==> src/rtl/axis_sync_fifo_pkt_downsizer.sv <==
// Single-clock AXI-stream FIFO with integer-ratio output downsizing, optional
// store-and-forward packet mode, and registered occupancy / packet-count status.
module axis_sync_fifo_pkt_downsizer #(
  parameter int TDataWidth    = 32,
  parameter int DownSizeRatio = 1,
  parameter int TidWidth      = 8,
  parameter int TdestWidth    = 8,
  parameter int AddressWidth  = 3,
  parameter int PacketMode    = 0
) (
  input  logic                                  axis_aclk,
  input  logic                                  axis_arstn,
  input  logic [TidWidth-1:0]                   s_axis_tid,
  input  logic [TdestWidth-1:0]                 s_axis_tdest,
  input  logic [TDataWidth-1:0]                 s_axis_tdata,
  input  logic                                  s_axis_tvalid,
  input  logic                                  s_axis_tlast,
  output logic                                  s_axis_tready,
  output logic [TidWidth-1:0]                   m_axis_tid,
  output logic [TdestWidth-1:0]                 m_axis_tdest,
  output logic [TDataWidth/DownSizeRatio-1:0]   m_axis_tdata,
  output logic                                  m_axis_tvalid,
  output logic                                  m_axis_tlast,
  input  logic                                  m_axis_tready,
  output logic [AddressWidth:0]                 fill_level,
  output logic [AddressWidth:0]                 pkt_count
);
  localparam int MTDataWidth = TDataWidth / DownSizeRatio;
  localparam int FifoDepth   = 2 ** AddressWidth;
  localparam int EntryWidth  = TidWidth + TdestWidth + TDataWidth + 1;
  localparam int SliceWidth  = (DownSizeRatio > 1) ? $clog2(DownSizeRatio) : 1;
  localparam int CntWidth    = AddressWidth + 1;
  localparam logic [SliceWidth-1:0] LastSlice = SliceWidth'(DownSizeRatio - 1);
  localparam logic [CntWidth-1:0]   FullLevel = CntWidth'(FifoDepth);

  logic [EntryWidth-1:0]   r_mem [FifoDepth];
  logic [AddressWidth-1:0] r_wr_ptr, r_rd_ptr;
  logic [CntWidth-1:0]     r_fill, r_pkt;
  logic                    r_s_ready;
  logic                    r_head_valid, r_head_last;
  logic [TidWidth-1:0]     r_head_tid;
  logic [TdestWidth-1:0]   r_head_tdest;
  logic [TDataWidth-1:0]   r_head_data;
  logic [SliceWidth-1:0]   r_slice;
  logic                    r_in_pkt, r_escape;

  logic                    w_wr, w_slice_hs, w_retire, w_tlast_hs;
  logic                    w_mem_has_word, w_escape_trig, w_pkt_ready, w_allow, w_load;
  logic [CntWidth-1:0]     w_fill_nxt, w_pkt_nxt;
  logic [TidWidth-1:0]     w_rd_tid;
  logic [TdestWidth-1:0]   w_rd_tdest;
  logic [TDataWidth-1:0]   w_rd_tdata;
  logic                    w_rd_tlast;

  assign s_axis_tready = r_s_ready;
  assign m_axis_tvalid = r_head_valid;
  assign m_axis_tid    = r_head_tid;
  assign m_axis_tdest  = r_head_tdest;
  assign m_axis_tdata  = r_head_data[r_slice * MTDataWidth +: MTDataWidth];
  assign m_axis_tlast  = r_head_last & (r_slice == '0);
  assign fill_level    = r_fill;
  assign pkt_count     = r_pkt;

  assign w_wr       = s_axis_tvalid & r_s_ready;
  assign w_slice_hs = r_head_valid & m_axis_tready;
  assign w_retire   = w_slice_hs & (r_slice == '0);
  assign w_tlast_hs = w_slice_hs & m_axis_tlast;

  assign w_fill_nxt = r_fill + CntWidth'(w_wr) - CntWidth'(w_retire);
  assign w_pkt_nxt  = r_pkt + CntWidth'(w_wr & s_axis_tlast) - CntWidth'(w_tlast_hs);

  // fill_level includes the head register, so words still in memory are the difference.
  assign w_mem_has_word = (r_fill - CntWidth'(r_head_valid)) != '0;

  // A packet finishing this cycle no longer counts as available for the next load.
  assign w_escape_trig = (r_fill == FullLevel) && (r_pkt == '0);
  assign w_pkt_ready   = (r_pkt - CntWidth'(w_tlast_hs)) != '0;
  assign w_allow       = (PacketMode == 0) || w_pkt_ready || r_in_pkt ||
                         (r_escape && !w_tlast_hs) || w_escape_trig;

  assign w_load = w_mem_has_word && (!r_head_valid || w_retire) && w_allow;

  assign {w_rd_tid, w_rd_tdest, w_rd_tdata, w_rd_tlast} = r_mem[r_rd_ptr];

  always_ff @(posedge axis_aclk) begin
    if (w_wr) r_mem[r_wr_ptr] <= {s_axis_tid, s_axis_tdest, s_axis_tdata, s_axis_tlast};
  end

  always_ff @(posedge axis_aclk) begin
    if (!axis_arstn) begin
      r_wr_ptr     <= '0;
      r_rd_ptr     <= '0;
      r_fill       <= '0;
      r_pkt        <= '0;
      r_s_ready    <= 1'b0;
      r_head_valid <= 1'b0;
      r_head_last  <= 1'b0;
      r_head_tid   <= '0;
      r_head_tdest <= '0;
      r_head_data  <= '0;
      r_slice      <= LastSlice;
      r_in_pkt     <= 1'b0;
      r_escape     <= 1'b0;
    end else begin
      if (w_wr)   r_wr_ptr <= r_wr_ptr + AddressWidth'(1);
      if (w_load) r_rd_ptr <= r_rd_ptr + AddressWidth'(1);
      r_fill    <= w_fill_nxt;
      r_pkt     <= w_pkt_nxt;
      r_s_ready <= (w_fill_nxt != FullLevel);

      if (w_load) begin
        r_head_valid <= 1'b1;
        r_head_tid   <= w_rd_tid;
        r_head_tdest <= w_rd_tdest;
        r_head_data  <= w_rd_tdata;
        r_head_last  <= w_rd_tlast;
        r_slice      <= LastSlice;
        r_in_pkt     <= ~w_rd_tlast;
      end else if (w_retire) begin
        r_head_valid <= 1'b0;
        r_slice      <= LastSlice;
      end else if (w_slice_hs) begin
        r_slice <= r_slice - SliceWidth'(1);
      end

      if (w_tlast_hs)                          r_escape <= 1'b0;
      else if (PacketMode != 0 && w_escape_trig) r_escape <= 1'b1;
    end
  end
endmodule

==> config.mk <==
export PLATFORM = sky130hd
export DESIGN_NAME = axis_sync_fifo_pkt_downsizer
export DESIGN_NICKNAME = d
export VERILOG_FILES = /design/src/rtl/axis_sync_fifo_pkt_downsizer.sv
export SDC_FILE = /design/constraint.sdc
export NUM_CORES = 1
export LEC_CHECK = 0
export BUFFER_PORTS_ARGS = -buffer_cell sky130_fd_sc_hd__buf_2
export CAP_MARGIN = 20
export CORE_ASPECT_RATIO = 1.4
export CORE_MARGIN = 10
export CORE_UTILIZATION = 60
export CTS_CLUSTER_DIAMETER = 200
export DETAILED_ROUTE_END_ITERATION = 6
export PLACE_DENSITY = 0.79
export SLEW_MARGIN = 20
export SYNTH_ARGS = -nofsm -noshare
export SYNTH_HDL_FRONTEND = slang
export SYNTH_SLANG_ARGS = --single-unit
export TNS_END_PERCENT = 10
==> constraint.sdc <==
create_clock -name axis_aclk -period 10.9 [get_ports axis_aclk]
set_input_delay 2.18 -clock axis_aclk [delete_from_list [all_inputs] [get_ports axis_aclk]]
set_output_delay 2.18 -clock axis_aclk [all_outputs]
set_load 0.01 [all_outputs]
### Yosys cells after proc, flatten, opt, wreduce, memory -nomap -nowiden

Memories as Yosys holds them, arrays and structs flattened. A register that Yosys moved wholly into a read port is not among the register bits.
Index checks and enable logic that the tools add are counted.

| cells by class | value |
|---|---|
| shifts and indexed selects | 1 |
| reductions and logical operators | 7 |
| equal/unequal tests | 1 |
| $add $sub $neg | 8 |
| muxes and demuxes | 4 |
| bitwise logic cells | 8 |

Operators with widths:

| operator | number |
|---|---|
| 32-bit by 7-bit indexed part select with 32-bit output | 1 |
| 4-bit by 1-bit subtractor with 4-bit output | 3 |
| 4-bit by 1-bit adder with 4-bit output | 2 |
| 3-bit by 1-bit adder with 3-bit output, second input constant | 2 |
| 1-bit bitwise AND | 6 |
| 1-bit 2-to-1 mux | 4 |
| 4-bit inequality test, second input constant | 1 |
| 4-bit nonzero test | 1 |
| 3-bit OR reduction | 1 |
| 1-bit zero test | 2 |
| 1-bit inverter | 2 |
| 2-bit nonzero test | 1 |
| 1-bit logical AND | 1 |
| 1-bit logical OR | 1 |
| 1-bit subtractor, second input constant | 1 |

| storage, ports and cells | value |
|---|---|
| memories | 1 |
| input port bits | 53 |
| flip-flop bits (word level) | 17 |
| output and inout bits | 59 |
| memory bits (writable) | 392 |
| logic and storage cells | 37 |

Memory list:

| name | depth | bits a word | read ports | clocked after memory_dff | wr ports | line | RTL |
|---|---|---|---|---|---|---|---|
| r_mem | 8 | 49 | 1 | 1 | 1 | 36 | `logic [EntryWidth-1:0] r_mem [FifoDepth];` |

### Depth between registers and ports, before layout

Gate-level depths: netlist of run 1.

| logic depth | value |
|---|---|
| depth after elaboration | 5 |
| gate-level depth with buffers | 9 |
| depth with buffers taken out | 9 |

### Worst setup path after synthesis of run 1

OpenSTA, ideal clock, no wires.

| path | value |
|---|---|
| path kind | input to register |
| start | in s_axis_tvalid |
| end | mem r_mem[0][0] (netlist name), enable pin |
| stages on the path | 2 |
| required time | 10323 ps |
| setup slack | 3322 ps |
| buffers on the path | 0 |
| data arrival time | 7001 ps |
| library setup time | 577 ps |
| cells stage by stage | nand2_1 > nor4_1 |

| between the ends | value |
|---|---|
| word-level cells in the longest chain between the ends | 3 |

Ends and longest elaborated chain:

| element | line | RTL |
|---|---|---|
| start: declaration | 16 | `input logic s_axis_tvalid,` |
| 1-bit bitwise AND | 64 | `assign w_wr = s_axis_tvalid & r_s_ready;` |
| 1-bit 2-to-1 mux | 86 | `if (w_wr) r_mem[r_wr_ptr] <= {s_axis_tid, s_axis_tdest, s_axis_tdata, s_axis_tlast};` |
| 1-bit 2-to-1 mux (not written as such) | 86 |  |
| end: declaration | 36 |  |

No other way between the ends.

### Final worst setup path of run 1

| path | value |
|---|---|
| start | reg r_slice |
| end | out m_axis_tdata[29] |

| between the ends | value |
|---|---|
| word-level cells in the longest chain between the ends | 1 |

Ends and longest elaborated chain:

| element | line | RTL |
|---|---|---|
| start: declaration | 44 | `logic [SliceWidth-1:0] r_slice;` |
| start signal: assignment | 101 | `r_slice <= LastSlice;` |
| start signal: assignment | 117 | `r_slice <= LastSlice;` |
| start signal: assignment | 121 | `r_slice <= LastSlice;` |
| 32-bit by 7-bit indexed part select with 32-bit output | 59 | `assign m_axis_tdata = r_head_data[r_slice * MTDataWidth +: MTDataWidth];` |
| end: declaration | 21 | `output logic [TDataWidth/DownSizeRatio-1:0] m_axis_tdata,` |

No other way between the ends.

==> results of run 1 <==
[path summary, 6_finish.rpt]
kind / start / slack, ns / cells after the start / to
worst max-delay path: r_slice / 6.84 / 2 / m_axis_tdata[29]
worst min-delay path: r_head_data[14] / 0.47 / 1 / r_head_data[14]
worst max register to register: r_rd_ptr[0] / 7.86 / 4 / m_axis_tdest[3]
worst min register to register: r_head_data[14] / 0.47 / 1 / r_head_data[14]
[kinds of logic after synthesis]
| family | after synthesis | share of synthesized area [%] |
|---|---|---|
| DFF | 458 | 73.68 |
| muxes | 149 | 17.67 |
| and+or+nand+nor | 75 | 2.415 |
| AOI/OAI and AO/OA | 61 | 2.901 |
| buffers and inverters | 57 | 1.817 |
| adders and majority gates | 14 | 1.070 |
| xor gates and xnor gates | 9 | 0.4436 |
[power breakdown]
part           internal [W]  switching [W]  total, W
clock              0.000870       0.000610   0.00148
combinational      0.000483       0.000453  0.000936
sequential          0.00205       0.000114   0.00217
[state kept, by name, indices dropped and copies added, names as in the netlist]
signal	cells
r_mem	392
r_head_data	32
m_axis_tdest	8
m_axis_tid	8
fill_level	4
pkt_count	4
r_rd_ptr	3
r_wr_ptr	3
m_axis_tvalid	1
r_head_last	1
r_slice	1
s_axis_tready	1
[Yosys cell counts, types with 5 or more instances]
master / n
buf_2: 9
edfxtp_1: 392
a22o_1: 50
inv_1: 13
ha_1: 12
clkbuf_1: 20
and2_1: 5
nor2b_1: 34
dfxtp_1: 66
nor2_1: 10
nand2_1: 8
mux4_1: 96
buf_6: 12
xnor2_1: 5
mux2_2: 49
[layer usage]
layer | global-route usage [%] | part of all wire (%)
met2 | 31.19 | 51
met5 | 0 | 0.13
met4 | 6.387 | 2.3
met1 | 23.95 | 40
met3 | 3.855 | 6.2
[stage by stage]
step	setup slack [ns]	cell area (µm²)	instances
finish	6.840	20100	1365
global route	6.734	20100	1364
CTS	6.804	20090	1361
detailed placement	6.659	18690	1283
global placement	6.715	18690	1283
floorplan	3.322	17770	823
[cell type report]
cell class                      count  area (µm²)  area share [%]
Sequential cell                   458       13110           65.19
Multi-Input combinational cell    308        4410           21.94
Clock buffer                       58        1205           5.994
Timing Repair Buffer              123       645.6           3.212
Tap cell                          380       475.5           2.365
Clock inverter                     20       198.9          0.9896
Inverter                           14       52.55          0.2614
Antenna cell                        4       10.01         0.04979
==> run metrics, run 1 <==
share of synthesized flip-flops with an asynchronous set or reset 0%; ys flop type edfxtp_1; crit share post-route 37.25%; Setup crit start kind flip-flop; Netlist cell types 37; initial antenna violation count 8; number of synthesized flops with an enable pin 392; First-pass DRT Iterations 5; grt total ovfl 0; Max-slew headroom 28.08%; First DRT Iteration DRCs 722; area fraction of the dominant cell type after synthesis 66.25%; Leakage 7.021 nW; Vias 8,453; RSZ-0062 raised after global routing no; FF+latch count, synth 458; Fin Setup TNS 0 ns; Longest Clk Path Bufs 3; H-tree depth 2; post_cts resized 0; Hold WC Path Type flip-flop to flip-flop; Worst Max-Slew Pin Slew 1.079 ns; layout cell share with drive strength beyond 1 between 20% and 30%; chip width 165.4 µm; Finish-stage setup viols 0; worst setup path class flip-flop to output port; minimum clock period 4.060 ns; status finished, final reports clean; TritonCTS clock tree yes; final hold viol count 0; wire per inst 25.12 µm; clock skew 0.01300 ns; dominant cell type by area after synthesis edfxtp_1; cell family with most CP delay flip-flops; fin util between 60% and 70%; wirelength, routed 34.29 mm; clock-pin slew on the worst setup and hold paths 0.06 ns; clk sinks between 400 and 500; Hold Buf Count CTS 0; via density per instance 6.193; Antenna Nets Post-Route 0; Clk Latency, worst-skew pair 0.55 ns; initial core utilization 60.92%; post-layout power 0.004581 W; Core ar. 29,170 µm²; P per Cell Area between 200 and 250 nW/µm²; Syn-to-layout area delta 13.14%; All-Layer GR Usage 18.69%; Die Y 223.6 µm; Seq/Total Area, Yosys between 70% and 80%; Worst path max stage delay 0.90 ns; die area 36,990 µm²; Critical Path AT 1.88 ns; I/O pins 112; Layout Nets 1,014; hpwl dp 17.61 mm; Remaining DRCs 0; Mapped Nets 890; Max Slew Vio Count 0; row count 74; Max FO, Critical Path 36; routability cong. between 0.7 and 0.8; Hold WS 0.4701 ns; IO Port Bufs 111; fillers 1,776; crit-path cells nor2b_1 -> buf_2; Worst VDD drop 0.1269 mV; Critical Path End Type output port; CTS root buffer clkbuf_16; commonest non-fill, non-tap cells in the layout edfxtp_1 (392), buf_2 (111), mux4_1 (96), dfxtp_1 (62), a22o_1 (50); Worst Path Buf+Inv 1; Peak Freq between 200 and 250 MHz; largest net degree at the start of global routing 73; Mapped Avg Cell Area about 22 µm²; slowest CP cell dfxtp_2; WP data required 8.72 ns; post-CTS setup buffers 0; cts bufs inserted between 40 and 50; commonest non-fill, non-tap cell in the layout edfxtp_1; Mapped Cells just over 800; main area contributors after synthesis edfxtp_1 (66%), mux4_1 (14%), dfxtp_1 (7.4%), mux2_2 (3.1%), a22o_1 (2.5%); first-pass GRT wire length 52.67 mm; Mapped Area 17,770 µm²; vias in the first global route about 8,800; Max-Cap Viols 0; synthesis warning total 0
No activity file was read; power rests on OpenSTA's default activity.
==> run 2: changes to the inputs <==
--- a/config.mk
+++ b/config.mk
@@ -5,6 +5,7 @@
 export SDC_FILE = /design/constraint.sdc
 export NUM_CORES = 1
 export LEC_CHECK = 0
+export ABC_AREA = 1
 export BUFFER_PORTS_ARGS = -buffer_cell sky130_fd_sc_hd__buf_2
 export CAP_MARGIN = 20
 export CORE_ASPECT_RATIO = 1.4
==> constraint.sdc (replaced) <==
create_clock -name axis_aclk -period 4 [get_ports axis_aclk]
set_input_delay 0.8 -clock axis_aclk [delete_from_list [all_inputs] [get_ports axis_aclk]]
set_output_delay 0.8 -clock axis_aclk [all_outputs]
set_load 0.01 [all_outputs]
==> run 2 against run 1 <==
  * Sequential power rose to 2.7 times the previous value
  * Critical path type unchanged
  * First-iteration DRC count grew 89%
  * Via count increased by 47%
  * Flip-flop and latch count stayed put
  * Routed wire length is 22% higher
  * Worst setup slack worse by 5.4 ns
  * Final cell count up 63%
==> run metrics, run 2 <==
status finished, final reports clean; hpwl dp 24.44 mm; initial antenna violation count 0; Worst VDD drop 0.5588 mV; die area 38,840 µm²; Hold Crit Endpoint r_head_data[4]; main area contributors after synthesis edfxtp_1 (63%), nand2_1 (9.4%), dfxtp_1 (7.0%), nor2_1 (5.0%), o211ai_1 (3.9%); post-CTS setup buffers 0; final hold viol count 0; CTS root buffer clkbuf_16; Finish-stage setup viols 0; Hold Buf Count CTS 0; largest net degree at the start of global routing between 100 and 150; reg2reg end m_axis_tdest[4]; clk sinks around 460; wirelength, routed approximately 42 mm; max reg flops 392; Mapped Cells about 1,700; cts bufs inserted just over 40; chip width 169.4 µm; Max-Cap Viols 0; Syn-to-layout area delta 11.37%; fin util 67.82%; Max Slew Vio Count 0; FF+latch count, synth 458; Setup crit start kind flip-flop; Largest regs r_mem (392), r_head_data (32); Worst Path Buf+Inv 1; area fraction of the dominant cell type after synthesis a little over three fifths; Vias 12,470; R2R setup slack 1.40 ns; Antenna Nets Post-Route 0; Seq/Total Area, Yosys 69.79%; grt total ovfl 0; Post-synth top cells nand2_1 (470), edfxtp_1 (392), nor2_1 (249); synthesis warning total 0; vias in the first global route between 10,000 and 15,000; via density per instance 5.608; H-tree depth 2; All-Layer GR Usage between 20% and 30%; Hold Crit Start r_head_data[4]; Peak Freq 383.3 MHz; Place WS 1.225 ns; Core ar. approximately 30,000 µm²; clock skew 0.02399 ns; slowest CP cell dfxtp_2; top-count cell post-synth nand2_1; routability cong. between 0.8 and 0.9; initial core utilization between 60% and 70%; Longest Clk Path Bufs 3; crit share post-route 65.22%; post-route cell area 20,890 µm²; First-pass DRT Iterations 7; # diodes 0; hold-critical path depth 2; minimum clock period 2.609 ns; Max FO, Critical Path 37; worst setup path class flip-flop to output port; WP data required 3.20 ns; I/O pins 112; layout cell share with drive strength beyond 1 a little under an eighth; Critical Path AT 1.81 ns; Register Area 13,100 µm²; Mapped Nets 1,791; cell family with most CP delay flip-flops; Mapped Area 18,760 µm²; Hold WC Path Type flip-flop to flip-flop; Final WS setup 1.391 ns; First DRT Iteration DRCs 1,367; clock-pin slew on the worst setup and hold paths 0.06 ns; RSZ-0062 raised after global routing no; multi-input logic area 4624 µm²; fillers 2,152; share of synthesized flip-flops with an asynchronous set or reset 0%; IO Port Bufs around 110; commonest non-fill, non-tap cells in the layout nand2_1 (470), edfxtp_1 (392), nor2_1 (241), inv_1 (155), buf_2 (111); Fin Setup TNS 0 ns; first-pass GRT wire length 66.42 mm; P per Cell Area 666.4 nW/µm²; Mapped Avg Cell Area 10.88 µm²; Worst Max-Slew Pin Slew 1.082 ns; wire per inst around 19 µm; Layout Nets 1,868; post_cts resized 0; ys flop type edfxtp_1; Max-slew headroom between 20% and 30%; row count 76; crit-path cells nor2_1 -> buf_2; Hold WS 0.4679 ns; Remaining DRCs 0; Critical Path End Type output port; number of synthesized flops with an enable pin 392; Reg-to-Reg Start fill_level[1]; commonest non-fill, non-tap cell in the layout nand2_1; Leakage 8.370 nW; TritonCTS clock tree yes; cells on worst reg2reg path 11; Worst path max stage delay ~0.83 ns; dominant cell type by area after synthesis edfxtp_1; Clk Latency, worst-skew pair between 0.5 and 0.6 ns; largest register by flop count r_mem; Die Y 229.2 µm; DP Area ~20,000 µm²; Netlist cell types 26
run 2: cell type report:
type / count / area share, %
clock buffers: 55 / 5.509
clock inverters: 20 / 0.8503
inverters: 160 / 2.898
multi-input cells: 1010 / 22.13
flip-flops and latches: 458 / 62.69
well taps: 390 / 2.335
repair buffers: 130 / 3.581
run 2: power breakdown:
part / total (W) / switching, W / internal [W]
clock: 0.00387 / 0.00164 / 0.00222
combinational: 0.00419 / 0.00287 / 0.00132
sequential: 0.00586 / 0.000268 / 0.00560
total: 0.0139 / 0.00478 / 0.00914
run 2: metrics by stage:
stage | cells | power, W
floorplan | 1724 | 0.009023
global placement | 2148 | 0.009951
detailed placement | 2148 | 0.01010
CTS | 2223 | 0.01397
global route | 2223 | 0.01474
finish | 2223 | 0.01392
run 2: worst max-delay path by stage:
stage                       start               end  slack (ns)  cells after the start
finish                    r_slice  m_axis_tdata[29]        1.39                      2
global route        fill_level[1]     m_axis_tid[5]        1.09                     11
CTS                       r_slice  m_axis_tdata[29]        1.38                      2
detailed placement  m_axis_tready   r_head_data[18]        1.23                      7
global placement    m_axis_tready     s_axis_tready        1.21                     13
floorplan           s_axis_tvalid       r_mem[0][0]        0.35                      4
run 2: per-layer routing:
metal  vias to the layer above  share of wire, %  routed length, µm  track usage [%]
li1                       5894                 -                  -                -
met1                      5969                40              16630            26.44
met2                       509                51              21220            36.29
met3                        94               6.9               2879            3.907
met4                         0               2.7               1139            8.459
met5                         -                 0                  0                0
run 2: cell families after synthesis:
logic type               after synthesis  share of synthesized area, %
flip-flops                           458                         69.79
AO/OA/AOI/OAI                        208                         6.876
XOR/XNOR                               4                        0.1868
AND/OR/NAND/NOR                      784                         16.25
buffers and inverters                256                         5.882
adder cells (fa/ha/maj)               14                         1.014
run 2: worst register-to-register path: stages, from the launching register on:
cell and delay (ns):
dfxtp_1 0.43, inv_1 0.10, ha_1 0.20, inv_1 0.07
nand2_1 0.05, nand2_1 0.06, nor2_1 0.04, nand2_2 0.11
nand2_4 0.40, nor2_8 0.82, nand2_1 0.16, nand2_1 0.09
==> run 3: changes to the inputs <==
==> constraint.sdc (replaced) <==
create_clock -name axis_aclk -period 2.65 [get_ports axis_aclk]
set_input_delay 0.53 -clock axis_aclk [delete_from_list [all_inputs] [get_ports axis_aclk]]
set_output_delay 0.53 -clock axis_aclk [all_outputs]
set_load 0.01 [all_outputs]
==> run 3 against run 2 <==
  * Critical path depth is 10 higher
  * Worst setup slack worse by 0.98 ns
  * Routed wire length fell by 4.1%
  * Final cell count increased by 0.31%
  * Final area increased by 0.68%
  * Sequential share of layout area decreased by 0.42 points
  * Via count down 0.99%
  * Sequential power up 50%
  * Worst hold slack got worse by 0.22 ns
  * Die area stayed put
  * Combinational power is 53% higher
  * Register-to-register slack worse by 0.99 ns
  * Critical endpoint is now s_axis_tready
  * Largest power group unchanged
==> run metrics, run 3 (synthesized netlist as in run 2, its figures left out) <==
status finished, final reports clean; Worst Path Buf+Inv 4; cell mode on critical path inv_1; post-CTS setup buffers 0; grt total ovfl 0; Leakage around 8.4 nW; Worst VDD drop just over 0.7 mV; Setup crit start kind flip-flop; Antenna Nets Post-Route 0; I/O pins between 100 and 150; final hold viol count 0; wirelength, routed 40.16 mm; Max Slew Vio Count 0; initial core utilization 60.89%; max reg flops slightly below 400; Remaining DRCs 0; initial antenna violation count 4; largest net degree at the start of global routing 114; hpwl dp 21.13 mm; First-pass DRT Iterations 5; P per Cell Area between 900 and 1000 nW/µm²; chip width 169.4 µm; CTS root buffer clkbuf_16; Die Y roughly 230 µm; Worst path max stage delay 0.52 ns; Layout Nets 1,873; post_cts resized 0; first-pass GRT wire length roughly 64 mm; Syn-to-layout area delta 12.13%; row count 76; vias in the first global route between 10,000 and 15,000; Longest Clk Path Bufs 3; clock-pin slew on the worst setup and hold paths around 0.060 ns; RSZ-0062 raised after global routing no; wire per inst 18.01 µm; clk sinks 458; die area 38,840 µm²; clock skew ~0.018 ns; First DRT Iteration DRCs 1,149; Peak Freq 446.0 MHz; All-Layer GR Usage slightly above 20%; crit share post-route 84.62%; cts bufs inserted 41; Critical Path End Type flip-flop; layout cell share with drive strength beyond 1 between 10% and 20%; H-tree depth 2; Critical Path AT 2.68 ns; WP data required 3.08 ns; commonest non-fill, non-tap cell in the layout nand2_1; largest register by flop count r_mem; Fin Setup TNS 0 ns; slowest CP cell fa_1; Max-Cap Viols 0; minimum clock period 2.242 ns; Hold WC Path Type input pin to flip-flop; Clk Latency, worst-skew pair 0.54 ns; TritonCTS clock tree yes; Place WS roughly 0.18 ns; Final WS setup 0.4077 ns; Worst Max-Slew Pin Slew 0.8278 ns; Largest regs r_mem (392), r_head_data (32); Max FO, Critical Path 4; Vias 12,340; Hold Buf Count CTS 0; Hold WS 0.2494 ns; Max-slew headroom between 40% and 50%; Core ar. 30,810 µm²; commonest non-fill, non-tap cells in the layout nand2_1 (470), edfxtp_1 (392), nor2_1 (241), inv_1 (155), buf_2 (111); Finish-stage setup viols 0; cell family with most CP delay adder cells; worst setup path class flip-flop to flip-flop; IO Port Bufs 111; routability cong. approximately 0.81; via density per instance between 5 and 6; crit-path cells nand2_1 -> nor2_1 -> ha_1 -> inv_1 -> ha_1 -> inv_1 -> fa_1 -> inv_1 -> nor3_1 -> nand3_1 -> nand2_1 -> inv_1
## run 3: final cells by class
type / count / area [µm²]
Tap cell: 390 / 488.0
Antenna cell: 4 / 10.01
Sequential cell: 458 / 13100
Fill cell: 2165 / 9773
Clock inverter: 16 / 142.6
Multi-Input combinational cell: 1010 / 4624
Timing Repair Buffer: 135 / 910.9
Clock buffer: 57 / 1156
Inverter: 160 / 605.6
## run 3: final timing paths
| kind | from | endpoint | slack [ns] | depth (start not counted) |
|---|---|---|---|---|
| worst min-delay path | s_axis_tdata[20] | r_mem[5][21] | 0.25 | 1 |
| worst min register to register | r_head_data[15] | r_head_data[15] | 0.47 | 2 |
| worst max register to register | m_axis_tvalid | s_axis_tready | 0.41 | 12 |
| worst max-delay path | m_axis_tvalid | s_axis_tready | 0.41 | 12 |
## run 3: per-stage QoR
stage | utilization, % | instance area (µm²) | cells | power [W]
after detailed placement | 64.03 | 19730 | 2153 | 0.01528
after global placement | 64.03 | 19730 | 2153 | 0.01504
after global routing | 68.26 | 21030 | 2228 | 0.02215
after floorplan | - | 18760 | 1724 | 0.01362
after CTS | 68.25 | 21030 | 2226 | 0.02097
final | 68.28 | 21040 | 2230 | 0.02088
## run 3: routing by layer
layer  wire [µm]  up-vias  GRT usage [%]  part of all wire [%]
li1            -     5921              -                     -
met1       16000     5875          25.81                    40
met2       19900      448          33.79                    50
met3        3038       97          3.873                   7.6
met4        1207        2          8.000                   3.0
met5          13        -              0                 0.032
## run 3: power by group
group,internal (W),leakage (nW),switching (W),total [W]
clock network,0.00325,0.636,0.00246,0.00572
registers,0.00845,4.09,0.000325,0.00877
logic,0.00212,3.69,0.00427,0.00639
